===== src/rtl/arm_pkg.sv =====
// Shared definitions for the ARM instruction-fetch stage.
// Holds the default address width, the architectural NOP encoding,
// PC arithmetic constants and the IF/ID register control encoding.
package arm_pkg;

    localparam int unsigned ADDR_W_DEFAULT = 32;
    localparam int unsigned INSTR_W        = 32;
    localparam int unsigned WORD_BYTES     = 4;
    // Offset between the fetch address and the PC value an instruction observes.
    localparam int unsigned PC_READ_OFFSET = 8;

    // MOV r0,r0 -- used as the bubble instruction.
    localparam logic [INSTR_W-1:0] ARM_NOP = 32'hE1A0_0000;

    // IF/ID register action for one cycle.
    typedef enum logic [1:0] {
        IFID_LOAD  = 2'd0,
        IFID_HOLD  = 2'd1,
        IFID_FLUSH = 2'd2
    } ifid_ctl_e;

endpackage : arm_pkg


===== src/rtl/arm_fetch_stage_if.sv =====
// Instruction-memory read port between the fetch stage and the memory.
//   imem_addr  : word index (byte PC >> 2), driven by the fetch stage
//   imem_rdata : instruction word, combinational read of imem_addr
// Modports: master = fetch stage, slave = instruction memory.
interface arm_fetch_stage_if #(
    parameter int unsigned ADDR_W = arm_pkg::ADDR_W_DEFAULT
);

    logic [ADDR_W-3:0]               imem_addr;
    logic [arm_pkg::INSTR_W-1:0]     imem_rdata;

    modport master (
        output imem_addr,
        input  imem_rdata
    );

    modport slave (
        input  imem_addr,
        output imem_rdata
    );

endinterface : arm_fetch_stage_if


===== src/rtl/arm_if_id_reg.sv =====
// IF/ID pipeline register.
// Ports:
//   clk, rst      : clock, synchronous active-high reset
//   ctl           : LOAD captures a new instruction, HOLD keeps everything,
//                   FLUSH inserts a bubble (valid=0, instr=NOP, PCs kept)
//   instr_in      : instruction word to capture on LOAD
//   pc_in         : byte address of instr_in
//   valid         : register holds a real instruction
//   instr         : registered instruction
//   pc            : registered byte address
//   pc_plus8      : pc + 8, the PC value seen by the instruction
module arm_if_id_reg
    import arm_pkg::*;
#(
    parameter int unsigned ADDR_W = ADDR_W_DEFAULT
) (
    input  logic                clk,
    input  logic                rst,
    input  ifid_ctl_e           ctl,
    input  logic [INSTR_W-1:0]  instr_in,
    input  logic [ADDR_W-1:0]   pc_in,
    output logic                valid,
    output logic [INSTR_W-1:0]  instr,
    output logic [ADDR_W-1:0]   pc,
    output logic [ADDR_W-1:0]   pc_plus8
);

    // Pipeline register update; PCs are not touched by a flush.
    always_ff @(posedge clk) begin
        if (rst) begin
            valid    <= 1'b0;
            instr    <= ARM_NOP;
            pc       <= '0;
            pc_plus8 <= ADDR_W'(PC_READ_OFFSET);
        end else begin
            unique case (ctl)
                IFID_LOAD: begin
                    valid    <= 1'b1;
                    instr    <= instr_in;
                    pc       <= pc_in;
                    pc_plus8 <= pc_in + ADDR_W'(PC_READ_OFFSET);
                end
                IFID_FLUSH: begin
                    valid <= 1'b0;
                    instr <= ARM_NOP;
                end
                default: begin
                    valid    <= valid;
                    instr    <= instr;
                    pc       <= pc;
                    pc_plus8 <= pc_plus8;
                end
            endcase
        end
    end

endmodule : arm_if_id_reg


===== src/rtl/arm_fetch_stage.sv =====
// ARM instruction-fetch stage: owns the PC, drives the instruction-memory
// read port and fills the IF/ID register. Priority per cycle is
// reset > redirect > stall > halted > normal fetch.
// Ports:
//   clk, rst     : clock, synchronous active-high reset
//   stall        : hold PC and IF/ID
//   redirect     : taken branch, PC <= word-aligned redirect_pc, IF/ID flushed
//   redirect_pc  : branch target byte address
//   imem         : instruction-memory read port (master side)
//   pc           : current fetch PC (byte address)
//   id_valid     : IF/ID holds a real instruction
//   id_instr     : registered instruction
//   id_pc        : byte address of id_instr
//   id_pc_plus8  : id_pc + 8
//   halted       : combinational, pc is at or past the end of instruction memory
module arm_fetch_stage
    import arm_pkg::*;
#(
    parameter int unsigned      INS_MEM_SIZE = 32,
    parameter int unsigned      ADDR_W       = ADDR_W_DEFAULT,
    parameter logic [ADDR_W-1:0] RESET_PC    = '0
) (
    input  logic                clk,
    input  logic                rst,
    input  logic                stall,
    input  logic                redirect,
    input  logic [ADDR_W-1:0]   redirect_pc,
    arm_fetch_stage_if.master   imem,
    output logic [ADDR_W-1:0]   pc,
    output logic                id_valid,
    output logic [INSTR_W-1:0]  id_instr,
    output logic [ADDR_W-1:0]   id_pc,
    output logic [ADDR_W-1:0]   id_pc_plus8,
    output logic                halted
);

    localparam logic [ADDR_W-1:0] FETCH_LIMIT = ADDR_W'(INS_MEM_SIZE * WORD_BYTES);
    localparam logic [ADDR_W-1:0] PC_STEP     = ADDR_W'(WORD_BYTES);
    localparam logic [ADDR_W-1:0] ALIGN_MASK  = ~ADDR_W'(WORD_BYTES - 1);

    logic [ADDR_W-1:0] pc_next;
    ifid_ctl_e         ifid_ctl;

    assign halted         = (pc >= FETCH_LIMIT);
    assign imem.imem_addr = pc[ADDR_W-1:2];

    // Next PC and IF/ID action, in priority order below reset.
    always_comb begin
        pc_next  = pc + PC_STEP;
        ifid_ctl = IFID_LOAD;
        if (redirect) begin
            pc_next  = redirect_pc & ALIGN_MASK;
            ifid_ctl = IFID_FLUSH;
        end else if (stall) begin
            pc_next  = pc;
            ifid_ctl = IFID_HOLD;
        end else if (halted) begin
            pc_next  = pc;
            ifid_ctl = IFID_FLUSH;
        end
    end

    // Program counter register.
    always_ff @(posedge clk) begin
        if (rst) begin
            pc <= RESET_PC;
        end else begin
            pc <= pc_next;
        end
    end

    arm_if_id_reg #(
        .ADDR_W (ADDR_W)
    ) u_if_id (
        .clk      (clk),
        .rst      (rst),
        .ctl      (ifid_ctl),
        .instr_in (imem.imem_rdata),
        .pc_in    (pc),
        .valid    (id_valid),
        .instr    (id_instr),
        .pc       (id_pc),
        .pc_plus8 (id_pc_plus8)
    );

endmodule : arm_fetch_stage


===== src/flat_wrapper.sv =====
// flat-port wrapper written by rule: the top's interface ports become plain ports
module arm_fetch_stage_flat import arm_pkg::*;
#(
    parameter int unsigned      INS_MEM_SIZE = 32,
    parameter int unsigned      ADDR_W       = ADDR_W_DEFAULT,
    parameter logic [ADDR_W-1:0] RESET_PC    = '0
)
  (clk, rst, stall, redirect, redirect_pc, pc, id_valid, id_instr, id_pc, id_pc_plus8, halted, imem_imem_addr, imem_imem_rdata);
  arm_fetch_stage_if #(.ADDR_W(ADDR_W)) imem_i ();
  input  logic clk;
  input  logic rst;
  input  logic stall;
  input  logic redirect;
  input  logic [ADDR_W-1:0] redirect_pc;
  output logic [ADDR_W-1:0] pc;
  output logic id_valid;
  output logic [INSTR_W-1:0] id_instr;
  output logic [ADDR_W-1:0] id_pc;
  output logic [ADDR_W-1:0] id_pc_plus8;
  output logic halted;
  output wire logic [$bits(imem_i.imem_addr)-1:0] imem_imem_addr;
  input wire logic [$bits(imem_i.imem_rdata)-1:0] imem_imem_rdata;
  assign imem_imem_addr = imem_i.imem_addr;
  assign imem_i.imem_rdata = imem_imem_rdata;
  arm_fetch_stage #(.INS_MEM_SIZE(INS_MEM_SIZE), .ADDR_W(ADDR_W), .RESET_PC(RESET_PC)) u_core (.clk(clk), .rst(rst), .stall(stall), .redirect(redirect), .redirect_pc(redirect_pc), .imem(imem_i), .pc(pc), .id_valid(id_valid), .id_instr(id_instr), .id_pc(id_pc), .id_pc_plus8(id_pc_plus8), .halted(halted));
endmodule

===== config.mk =====
export PLATFORM = sky130hd
export DESIGN_NAME = arm_fetch_stage_flat
export DESIGN_NICKNAME = d
export VERILOG_FILES = /design/src/rtl/arm_pkg.sv /design/src/rtl/arm_fetch_stage_if.sv /design/src/rtl/arm_if_id_reg.sv /design/src/rtl/arm_fetch_stage.sv /design/src/flat_wrapper.sv
export SDC_FILE = /design/constraint.sdc
export NUM_CORES = 1
export LEC_CHECK = 0
export ABC_AREA = 1
export CORE_MARGIN = 5
export CORE_UTILIZATION = 30
export CTS_BUF_LIST = sky130_fd_sc_hd__clkbuf_8
export DETAILED_ROUTE_END_ITERATION = 16
export GPL_TIMING_DRIVEN = 0
export PLACE_DENSITY_LB_ADDON = 0.12
export SLEW_MARGIN = 20
export SYNTH_ARGS = -nofsm -noshare
export SYNTH_HDL_FRONTEND = slang
export SYNTH_SLANG_ARGS = --single-unit

===== constraint.sdc =====
create_clock -name clk -period 2 [get_ports clk]
set_clock_uncertainty 0.1 [all_clocks]
set_input_delay 0.2 -clock clk [delete_from_list [all_inputs] [get_ports clk]]
set_output_delay 0.2 -clock clk [all_outputs]
set_load 0.01 [all_outputs]

==> impl_results.md, run 1 <==
- Placed instance area: 0.007214 mm2
- Worst-Skew Late Latency: 0.43 ns
- Post-synth top flop: dfxtp_1
- TritonCTS clock tree: built
- Req. time, crit path: 1.70 ns
- Max Used Layer: met4
- R2r worst-path depth: 11
- # H-tree levels: 4
- Crit path launch type: flop
- Crit path DAT: 1.62 ns
- Synthesized-area fraction occupied by adder cells: 0.007897
- Mean area per synthesized cell: around 7.9 um2
- Sequential cell area fraction in the yosys report: 0.5138
- Final period util: 0.9580
- Post-DP HPWL: 11760 um
- Final Cell Area: between 0.007 and 0.008 mm2
- Final nets: 914
- Mux contribution to synthesized area: 0
- Largest buffer count on any clock path: 2
- Synth top cells by count: nand2_1, dfxtp_1, nor2_1, nand3_1, a21oi_1
- Pwr dens: 713.1 mW/mm2
- Status: complete, no violations
- Critical Path Fanout Max: 8
- Row cnt: 46
- Starting DRT DRC Count: 120
- Routed wl met2: 7192 um
- Share of post-route cells with drive strength above 1: 0.1192
- Beginning of the worst register-to-register path: u_core.pc[7]$_SDFFE_PP0P_
- Port bufs: 217
- Min-Delay Endpoint: u_core.u_if_id.pc_plus8[4]$_SDFFE_PP0N_
- Worst slew margin: 0.6025
- Max-cap violations: 0
- Post-Route WL: 15560 um
- Wire length per cell: 14.52 um
- VDD IR max: around 500 uV
- GRT Overall Usage: 0.1648
- Post-synth ARST share: 0
- R2R setup slack: 0.29 ns
- Met3 wire length: roughly 1500 um
- Worst-Margin Slew: ~0.60 ns
- GPL Wtd Cong: 0.7989
- Setup TNS: 0 ns
- Hold Path Class: in2reg
- Yosys cell types: 28
- Post-synth EDFFs: 0
- Final Util: 0.4870
- Wl on met1: 6510 um
- Worst hold path depth: 4
- FMAX: around 520 MHz
- CORE AREA: 0.01571 mm2
- HP Start: rst
- Setup Viol. Count Final: 0
- Die width: roughly 140 um
- Largest net degree at the start of global routing: 17
- Total gr overflow: 0
- Post-synthesis compound-gate area fraction: 0.07528
- Clock sinks: 122
- Global-route wire length before repair: 23810 um
- Root Buffer: clkbuf_8
- Vias in the first global route: 4625
- Yosys reg bits: 122
- # hold bufs at CTS: 0
- Via count: 4674
- Leakage: 0.002957 uW
- Die area: 0.01846 mm2
- Yosys warns: 0
- Post-synth top area share: 0.5138
- CTS buffer count: 17
- Clock slew at reported path FFs: 0.08 ns
- CP endpoint kind: output pin
- Area leader, netlist: dfxtp_1
- Final hold violations: 0
- Post-Syn Area: 0.004753 mm2
- First drt pass iteration count: 5
- Top-count cell post-synth: nand2_1
- Critical R2R Capture: u_core.u_if_id.pc_plus8[3]$_SDFFE_PP1N_
- Starting density of the core: 0.3025
- Fill cells: 1590
- Synthesized netlist cell count: 602
- Initial antenna violation count: 0
- Setup CP Type: reg2out
- Slew Viols, Final: 0
- Drt via density: approximately 4.4
- Ports: ~230
- Synth Area in XOR/XNOR: 0.01290
- Ranking of synthesized cells by area: dfxtp_1, nand2_1, nand3_1
- Multi-input logic area: 0.001787 mm2
- Sequential cell area: between 0.002 and 0.0025 mm2
- Synth Area in Simple Gates: 0.2740
- ANT nets after route: 0
- Post-layout minimum cycle time: approximately 1.9 ns
- Die Y-Extent: 135.9 um
- # DRC: 0
- Largest family of logic cells by synthesized area: simple AND/OR/NAND/NOR gates
- RSZ-0062 raised after global routing: false
- Synth-to-layout area growth: 60.99%
- Ant diodes: 0
where the power goes:
part	leakage [uW]	internal [uW]	switching (uW)
Sequential	0.000989	2460	43.5
Clock	0.000201	1300	1040
Combinational	0.00177	331	272
Total	0.00296	4100	1360
sequential cells by signal (all words and copies together), names as in the netlist:
name	count
u_core.pc	30
u_core.u_if_id.instr	32
u_core.u_if_id.pc	30
u_core.u_if_id.pc_plus8	29
u_core.u_if_id.valid	1
worst max-delay path, cell delays in order, from the launching register on:
cell and delay (ns):
dfxtp_1 0.49, buf_4 0.17, clkdlybuf4s50_1 0.52
layout make-up:
| type | instances | share of cell area |
|---|---|---|
| Inverter | 24 | 0.01243 |
| Clock inverter | 13 | 0.02191 |
| Multi-Input combinational cell | 387 | 0.2335 |
| Sequential cell | 122 | 0.3195 |
| Timing Repair Buffer | 217 | 0.2840 |
| Tap cell | 216 | 0.03532 |
| Buffer | 74 | 0.05919 |
| Clock buffer | 19 | 0.03417 |
cell usage in the layout, fill, tap and decap left out, drive strengths merged:
| master | n |
|---|---|
| conb | 6 |
| nand3 | 71 |
| o21bai | 6 |
| o21ai | 2 |
| dfxtp | 122 |
| inv | 22 |
| nor2 | 92 |
| buf | 56 |
| xor2 | 6 |
| clkinvlp | 5 |
| a21oi | 56 |
| xnor2 | 1 |
| nor3 | 1 |
| nand3b | 2 |
| nand2 | 141 |
| ha | 3 |
| clkdlybuf4s50 | 216 |
| bufinv | 3 |
| clkdlybuf4s15 | 1 |
| clkinv | 7 |
| clkbuf | 37 |
cells by family after synthesis:
family,count (synthesis)
AND/OR/NAND/NOR,307
flip-flops,122
buffers and inverters,98
AO/OA/AOI/OAI,64
XOR/XNOR,7
adder cells (fa/ha/maj),3
other,1
stage by stage:
stage	power [uW]	instances	setup slack, ns	hold slack (ns)
finish	5457	1072	0.08410	0.1774
global route	5671	1072	0.006278	0.2160
CTS	5531	1072	0.01637	0.1609
detailed placement	3171	1040	-0.09900	0.3274
global placement	3162	1040	-0.02016	0.3254
floorplan	2830	607	0.4963	0.2183
per-layer routing:
metal	vias to the layer above	track usage
li1	2349	-
met1	2125	0.1879
met2	176	0.2763
met3	24	0.06403
met4	0	0.06831
met5	-	0
worst max-delay path by stage:
| stage | endpoint | slack [ns] | from | depth (start not counted) |
|---|---|---|---|---|
| 6_report | pc[4] | 0.08 | u_core.pc[4]$_SDFFE_PP0P_ | 2 |
| 5_1_grt | pc[5] | 0.006 | u_core.pc[5]$_SDFFE_PP0P_ | 2 |
| 4_1_cts | halted | 0.02 | u_core.pc[7]$_SDFFE_PP0P_ | 7 |
| 3_5_place_dp | u_core.u_if_id.instr[24]$_SDFFE_PP1P_ | -0.1 | stall | 7 |
| 3_3_place_gp | u_core.u_if_id.instr[21]$_SDFFE_PP1P_ | -0.02 | stall | 7 |
| 2_1_floorplan | u_core.u_if_id.pc_plus8[3]$_SDFFE_PP1N_ | 0.50 | u_core.pc[7]$_SDFFE_PP0P_ | 11 |
repair_timing:
action | CTS | global route
resized for setup | 3 | 3
gates cloned | 0 | 0
pin swaps | 0 | 0
setup endpoints to repair | 1 | 2
buffers inserted | 0 | 0
Power figures use the tool's default switching activity.
==> run 2, diff against run 1 <==
CTS_CLUSTER_DIAMETER = 200   (was default)
RECOVER_POWER = 50   (was default)
==> run 2 against run 1 <==
Net effect:
- final area decreased by 0.39%
- maximum frequency up 0.35%
- core utilization down 0.19 points
- die area unchanged
- count of clock-buffer cells in the layout is the same
- clock power about the same
- setup slack gained 0.0067 ns
- register-to-register slack got worse by 0.11 ns
- final cell count stayed put
- highest routed layer unchanged
- sequential power is essentially flat
- critical path depth did not move
==> impl_results.md, run 2 (same netlist as run 1, synthesis figures left out) <==
- Status: complete, no violations
- Max-cap violations: 0 (unchanged)
- FMAX: 523.8 MHz (+0.35%)
- Largest buffer count on any clock path: 2 (unchanged)
- Crit path launch type: flop
- Clock slew at reported path FFs: 0.08 ns (about the same)
- Req. time, crit path: 1.70 ns (about the same)
- Setup CP Type: reg2out
- VDD IR max: 501.8 uV (-0.43%)
- Fill cells: 1597 (+0.44%)
- Overall power: 5447 uW (-0.17%)
- Clock sinks: 122 (unchanged)
- Cell family with most CP delay: buffers and inverters
- Starting DRT DRC Count: 117 (-2.5%)
- CP endpoint kind: output pin
- Setup Viol. Count Final: 0 (unchanged)
- Vias in the first global route: 4625 (unchanged)
- Setup TNS: 0 ns (unchanged)
- Worst-Margin Slew: 0.5893 ns (-0.006988 ns)
- Wire length per cell: 14.49 um (-0.20%)
- Multi-input logic area: 0.001777 mm2 (-0.56%)
- Share of post-route cells with drive strength above 1: 0.1121 (-0.007009)
- Critical path's slowest cell: clkdlybuf4s50_1
- GRT Overall Usage: 0.1648 (unchanged)
- # hold bufs at CTS: 0 (unchanged)
- Die area: 0.01846 mm2 (unchanged)
- Final nets: 914 (unchanged)
- Bufs and invs on worst path: 2 (unchanged)
- Drt via density: 4.326 (-0.79%)
- Top flop regs: u_core.u_if_id.instr x32, u_core.pc x30, u_core.u_if_id.pc x30
- Port bufs: 217 (unchanged)
- Largest net degree at the start of global routing: 17 (unchanged)
- Die width: 135.9 um (unchanged)
- Pwr dens: 714.7 mW/mm2 (+0.22%)
- Slew Viols, Final: 0 (unchanged)
- Starting density of the core: 0.3025 (unchanged)
- CP Cell Sequence: buf_4 > clkdlybuf4s50_1
- Commonest non-fill, non-tap cell in the layout: nand2_1
- Initial antenna violation count: 0 (unchanged)
- Leakage: 0.003176 uW (+7.4%)
- Crit path DAT: 1.61 ns (about the same)
- Post-Route WL: 15530 um (-0.20%)
- GPL Wtd Cong: 0.7989 (unchanged)
- Hold Path Class: in2reg
- Ports: 228 (unchanged)
- Worst slew margin: 0.6071 (+0.004659)
- Top reg by flops: u_core.u_if_id.instr
- # DRC: 0 (unchanged)
- Worst-Skew Late Latency: 0.43 ns (about the same)
- Synth-to-layout area growth: 60.36%
- # H-tree levels: 4 (unchanged)
- Max reg flops: 32 (unchanged)
- TritonCTS clock tree: built
- Sequential cell area: 0.002445 mm2 (unchanged)
- Max stage delay on crit path: 0.52 ns (about the same)
- CORE AREA: 0.01571 mm2 (unchanged)
- Die Y-Extent: 135.9 um (unchanged)
- ANT nets after route: 0 (unchanged)
- Place WS: -0.09900 ns (unchanged)
- # Post-CTS Setup Buffers: 0 (unchanged)
- Row cnt: 46 (unchanged)
- Root Buffer: clkbuf_8
- Total gr overflow: 0 (unchanged)
- First drt pass iteration count: 4 (-1)
- Post-DP HPWL: 11760 um (unchanged)
- Ant diodes: 0 (unchanged)
- CTS buffer count: 17 (unchanged)
- Critical Path Fanout Max: 8 (unchanged)
- Final hold violations: 0 (unchanged)
- Cts repair resizes: 3 (unchanged)
- Worst setup slack after layout: 0.09085 ns (+0.006748 ns)
- Post-layout minimum cycle time: 1.909 ns (-0.006748 ns)
- Commonest cells after routing, fill and taps aside: nand2_1, clkdlybuf4s50_1, dfxtp_1
- Via count: 4637 (-0.79%)
- RSZ-0062 raised after global routing: false
- Final period util: 0.9546 (-0.003374)
- Global-route wire length before repair: 23810 um (unchanged)
[run 2: cell types whose count changed in the layout (fill, tap and decap cells not counted), sizes merged]
cell,change
dlygate4sd3,+79
buf,-6
clkbuf,+6
clkdlybuf4s50,-79
[run 2: layer usage]
| layer | routed length [um] | global-route usage | up-vias |
|---|---|---|---|
| met2 | 7236 | 0.2763 | 156 |
| met4 | 272 | 0.06831 | 0 |
| li1 | - | - | 2349 |
| met3 | 1487 | 0.06403 | 17 |
| met1 | 6535 | 0.1879 | 2115 |
| met5 | 0 | 0 | - |
[run 2: stage by stage]
stage          cells  hold slack, ns  utilization  cell area, um2
2_1_floorplan    607          0.2183            -            4772
3_3_place_gp    1040          0.3254       0.4592            7214
3_5_place_dp    1040          0.3274       0.4592            7214
4_1_cts         1072          0.1609       0.4865            7645
5_1_grt         1072          0.2165       0.4851            7622
6_report        1072          0.1847       0.4851            7622
[run 2: where the power goes]
part	switching (uW)	internal [uW]	leakage [uW]
logic	271	328	0.00199
clock network	1040	1300	0.000201
registers	43.4	2460	0.000989
[run 2: worst reg2reg max path: cells and delay by family, from the launching register on]
kind,cells,cell delay (ns)
and+or+nand+nor,8,0.73
buffers and inverters,3,0.56
DFF,1,0.35
[run 2: worst paths after layout]
check / slack (ns) / to / cells past startpoint / start
setup / recovery: 0.09 / pc[4] / 2 / u_core.pc[4]$_SDFFE_PP0P_
hold / removal: 0.18 / u_core.u_if_id.pc_plus8[4]$_SDFFE_PP0N_ / 4 / rst
setup reg to reg: 0.18 / u_core.u_if_id.pc[5]$_SDFFE_PP0N_ / 11 / u_core.pc[7]$_SDFFE_PP0P_
hold reg to reg: 0.33 / u_core.u_if_id.pc_plus8[20]$_SDFFE_PP0N_ / 2 / u_core.u_if_id.pc_plus8[20]$_SDFFE_PP0N_
[run 2: area by class of cell]
cell class | instances | area share
well taps | 216 | 0.03546
multi-input cells | 387 | 0.2331
clock inverters | 13 | 0.02200
repair buffers | 217 | 0.2851
inverters | 24 | 0.01248
flip-flops and latches | 122 | 0.3207
plain buffers | 74 | 0.05680
clock buffers | 19 | 0.03431
==> run 3, diff against run 2 <==
SYNTH_HIERARCHICAL = 1   (was default)
==> run 3 against run 2 <==
Net effect:
- combinational power grew 82%
- wire length grew 48%
- synthesized area grew 22%
- critical path type is now reg2reg
- final area grew 24%
- core utilization grew 1.7 points
==> impl_results.md, run 3 <==
- Status: complete, no violations
- Fill cells: 1938 (+21%)
- Post-Route WL: 22950 um (+48%)
- CTS buffer count: 17 (unchanged)
- Critical Path Fanout Max: 10 (+2)
- Drt via density: 4.617 (+6.7%)
- Hold Path Class: in2reg
- Clock sinks: 124 (+1.6%)
- CORE AREA: 0.01883 mm2 (+20%)
- Placed Cells incl. Taps: 1314 (+26%)
- Pwr dens: 659.2 mW/mm2 (-7.8%)
- Commonest cells after routing, fill and taps aside: clkdlybuf4s50_1, nand2_1, dfxtp_1
- Worst-Skew Late Latency: 0.44 ns (about the same)
- Synthesized netlist cell count: 829 (+38%)
- Initial antenna violation count: 1 (+1)
- Die area: 0.02215 mm2 (+20%)
- Area leader, netlist: dfxtp_1
- # hold bufs at CTS: 0 (unchanged)
- FMAX: 502.6 MHz (-4.0%)
- Synth-to-layout area growth: 63.48%
- Mean area per synthesized cell: 6.976 um2 (-12%)
- GPL Wtd Cong: 0.8665 (+8.5%)
- Starting density of the core: 0.3071 (+0.004593)
- TritonCTS clock tree: built
- GR Layer Usage met3: 0.06259 (-0.001432)
- # H-tree levels: 4 (unchanged)
- RSZ-0062 raised after global routing: true
- Final nets: 1176 (+29%)
- Clock slew at reported path FFs: 0.08 ns (about the same)
- # DRC: 0 (unchanged)
- Via count: 6367 (+37%)
- Row cnt: 50 (+8.7%)
- Commonest non-fill, non-tap cell in the layout: clkdlybuf4s50_1
- Final Util: 0.5021 (+0.01695)
- Post-synth EDFFs: 0 (unchanged)
- Setup CP Type: reg2reg
- Wire length per cell: 16.64 um (+15%)
- Leakage: 0.003784 uW (+19%)
- GRT Overall Usage: 0.2006 (+0.03579)
- Ranking of synthesized cells by area: dfxtp_1, nand2_1, a21oi_1
- Sequential cell area fraction in the yosys report: 0.4293 (-0.08457)
- Die width: 148.8 um (+9.5%)
- Yosys warns: 6 (+6)
- Worst slew margin: 0.5914 (-0.01579)
- VDD IR max: 368.9 uV (-26%)
- Vias in the first global route: 5987 (+29%)
- Port bufs: 222 (+2.3%)
- Crit path DAT: 2.27 ns (+0.66 ns)
- First drt pass iteration count: 5 (+1)
- Share of post-route cells with drive strength above 1: 0.2013 (+0.08910)
- Post-Syn Area: 0.005783 mm2 (+22%)
- Starting DRT DRC Count: 373 (+220%)
- Global-route wire length before repair: 34180 um (+44%)
- Root Buffer: clkbuf_8
- Die Y-Extent: 148.8 um (+9.5%)
- Worst hold path depth: 5 (+1)
- GRT met2 Usage: 0.3144 (+0.03812)
- Total gr overflow: 0 (unchanged)
- Final cell count without fillers: 1379 (+29%)
- Top-count cell post-synth: nand2_1
- Worst-Margin Slew: 0.6130 ns (+0.02368 ns)
- Busiest grt layer: met2
- R2r worst-path depth: 12 (+1)
- Post-DP HPWL: 16820 um (+43%)
- Largest buffer count on any clock path: 2 (unchanged)
- Post-synth ARST share: 0 (unchanged)
- Req. time, crit path: 2.28 ns (+0.58 ns)
- Largest net degree at the start of global routing: 17 (unchanged)
- Final period util: 0.9948 (+0.04024)
- ANT nets after route: 0 (unchanged)
- Yosys cell types: 34 (+21%)
- Met1 Usage GRT: 0.2662 (+0.07829)
- Max-cap violations: 0 (unchanged)
- Setup Viol. Count Final: 0 (unchanged)
- CP endpoint kind: flop
- Final hold violations: 0 (unchanged)
- Post-synth top area share: 0.4293 (-0.08457)
- Yosys reg bits: 124 (+1.6%)
- Ports: 228 (unchanged)
- Post-synth top flop: dfxtp_1
- Synth top cells by count: nand2_1, dfxtp_1, nor2_1, a21oi_1, nand3_1
- Top flop regs: u_core/u_if_id/instr x32, u_core/u_if_id/pc x32, u_core/pc x30
- Post-layout minimum cycle time: 1.990 ns (+0.08049 ns)
- Crit path launch type: flop
- Slew Viols, Final: 0 (unchanged)
run 3: cell types whose count changed in the layout (fill, tap and decap cells not counted), sizes merged, moves of 4 or more:
| cell | previous run | this run |
|---|---|---|
| inv | 22 | 57 |
| o22ai | 0 | 6 |
| nor3 | 1 | 9 |
| o21ai | 2 | 21 |
| dlygate4sd3 | 79 | 0 |
| nor2 | 92 | 125 |
| o21bai | 6 | 0 |
| clkdlybuf4s50 | 137 | 221 |
| nand2 | 141 | 236 |
| a21oi | 56 | 90 |
| clkinv | 7 | 3 |
| buf | 50 | 87 |
run 3: final cells by class:
class	instances	area [um2]	share of cell area
clock buffer	23	316.6	0.03348
timing repair buffer	254	2547	0.2695
multi-input combinational	577	2779	0.2939
antenna	1	2.502	0.0002647
sequential	124	2570	0.2718
clock inverter	9	133.9	0.01416
buffer	74	550.5	0.05823
timing repair inverter	1	11.26	0.001191
tap	260	325.3	0.03441
inverter	56	217.7	0.02303
run 3: report_power, final:
part	total, uW	switching, uW	internal, uW	leakage, uW
sequential	2670	115	2550	0.00103
clock	2470	1040	1430	0.000222
combinational	1090	507	585	0.00253
total	6230	1660	4570	0.00378
run 3: path summary, 6_finish.rpt:
kind,startpoint,to,slack [ns]
setup / recovery,u_core/pc[24]$_SDFFE_PP0P_,u_core/u_if_id/pc_plus8[27]$_SDFFE_PP0P_,0.01
hold / removal,redirect,u_core/pc[2]$_SDFFE_PP0P_,0.12
setup reg to reg,u_core/pc[24]$_SDFFE_PP0P_,u_core/u_if_id/pc_plus8[27]$_SDFFE_PP0P_,0.01
hold reg to reg,u_core/u_if_id/valid$_SDFFE_PP0P_,u_core/u_if_id/valid$_SDFFE_PP0P_,0.35
run 3: critical path, stage by stage, from the launching register on:
cell	delay (ns)
dfxtp_4	0.36
nor2_1	0.11
nand4_1	0.15
nor2_2	0.18
a31oi_2	0.13
nor2_4	0.16
buf_4	0.14
buf_12	0.10
buf_12	0.13
nand2_1	0.10
a21oi_2	0.12
nor2_1	0.06
nor2_1	0.08
run 3: cell families after synthesis:
family                     synth area share
AOI/OAI and AO/OA                    0.1073
adders and majority gates          0.006491
buffers and inverters                0.1177
other                             0.0006484
and+or+nand+nor                      0.3295
xor gates and xnor gates           0.009087
DFF                                  0.4293
run 3: repair_timing:
| item | 4_1_cts | 5_1_grt |
|---|---|---|
| pin swaps | 3 | 6 |
| gates cloned | 0 | 4 |
| buffers inserted | 3 | 26 |
| resized for setup | 65 | 75 |
| setup endpoints to repair | 125 | 96 |
run 3: metal layers:
metal / share of wire / up-vias
met5: 0 / -
met4: 0.0098 / 0
met3: 0.072 / 20
met2: 0.46 / 237
met1: 0.46 / 2938
li1: - / 3172
run 3: per-stage QoR:
step           setup TNS [ns]  area (um2)  hold slack, ns  power (uW)  setup slack (ns)
2_1_floorplan               0        5794          0.2299        3136           0.08978
3_3_place_gp           -27.65        8342          0.3414        3688           -0.5064
3_5_place_dp           -31.22        8342          0.3463        3691           -0.5645
4_1_cts                     0        8950         0.09965        6199         0.0001470
5_1_grt                -5.242        9454          0.1432        6537           -0.1463
6_report                    0        9454          0.1195        6232           0.01036
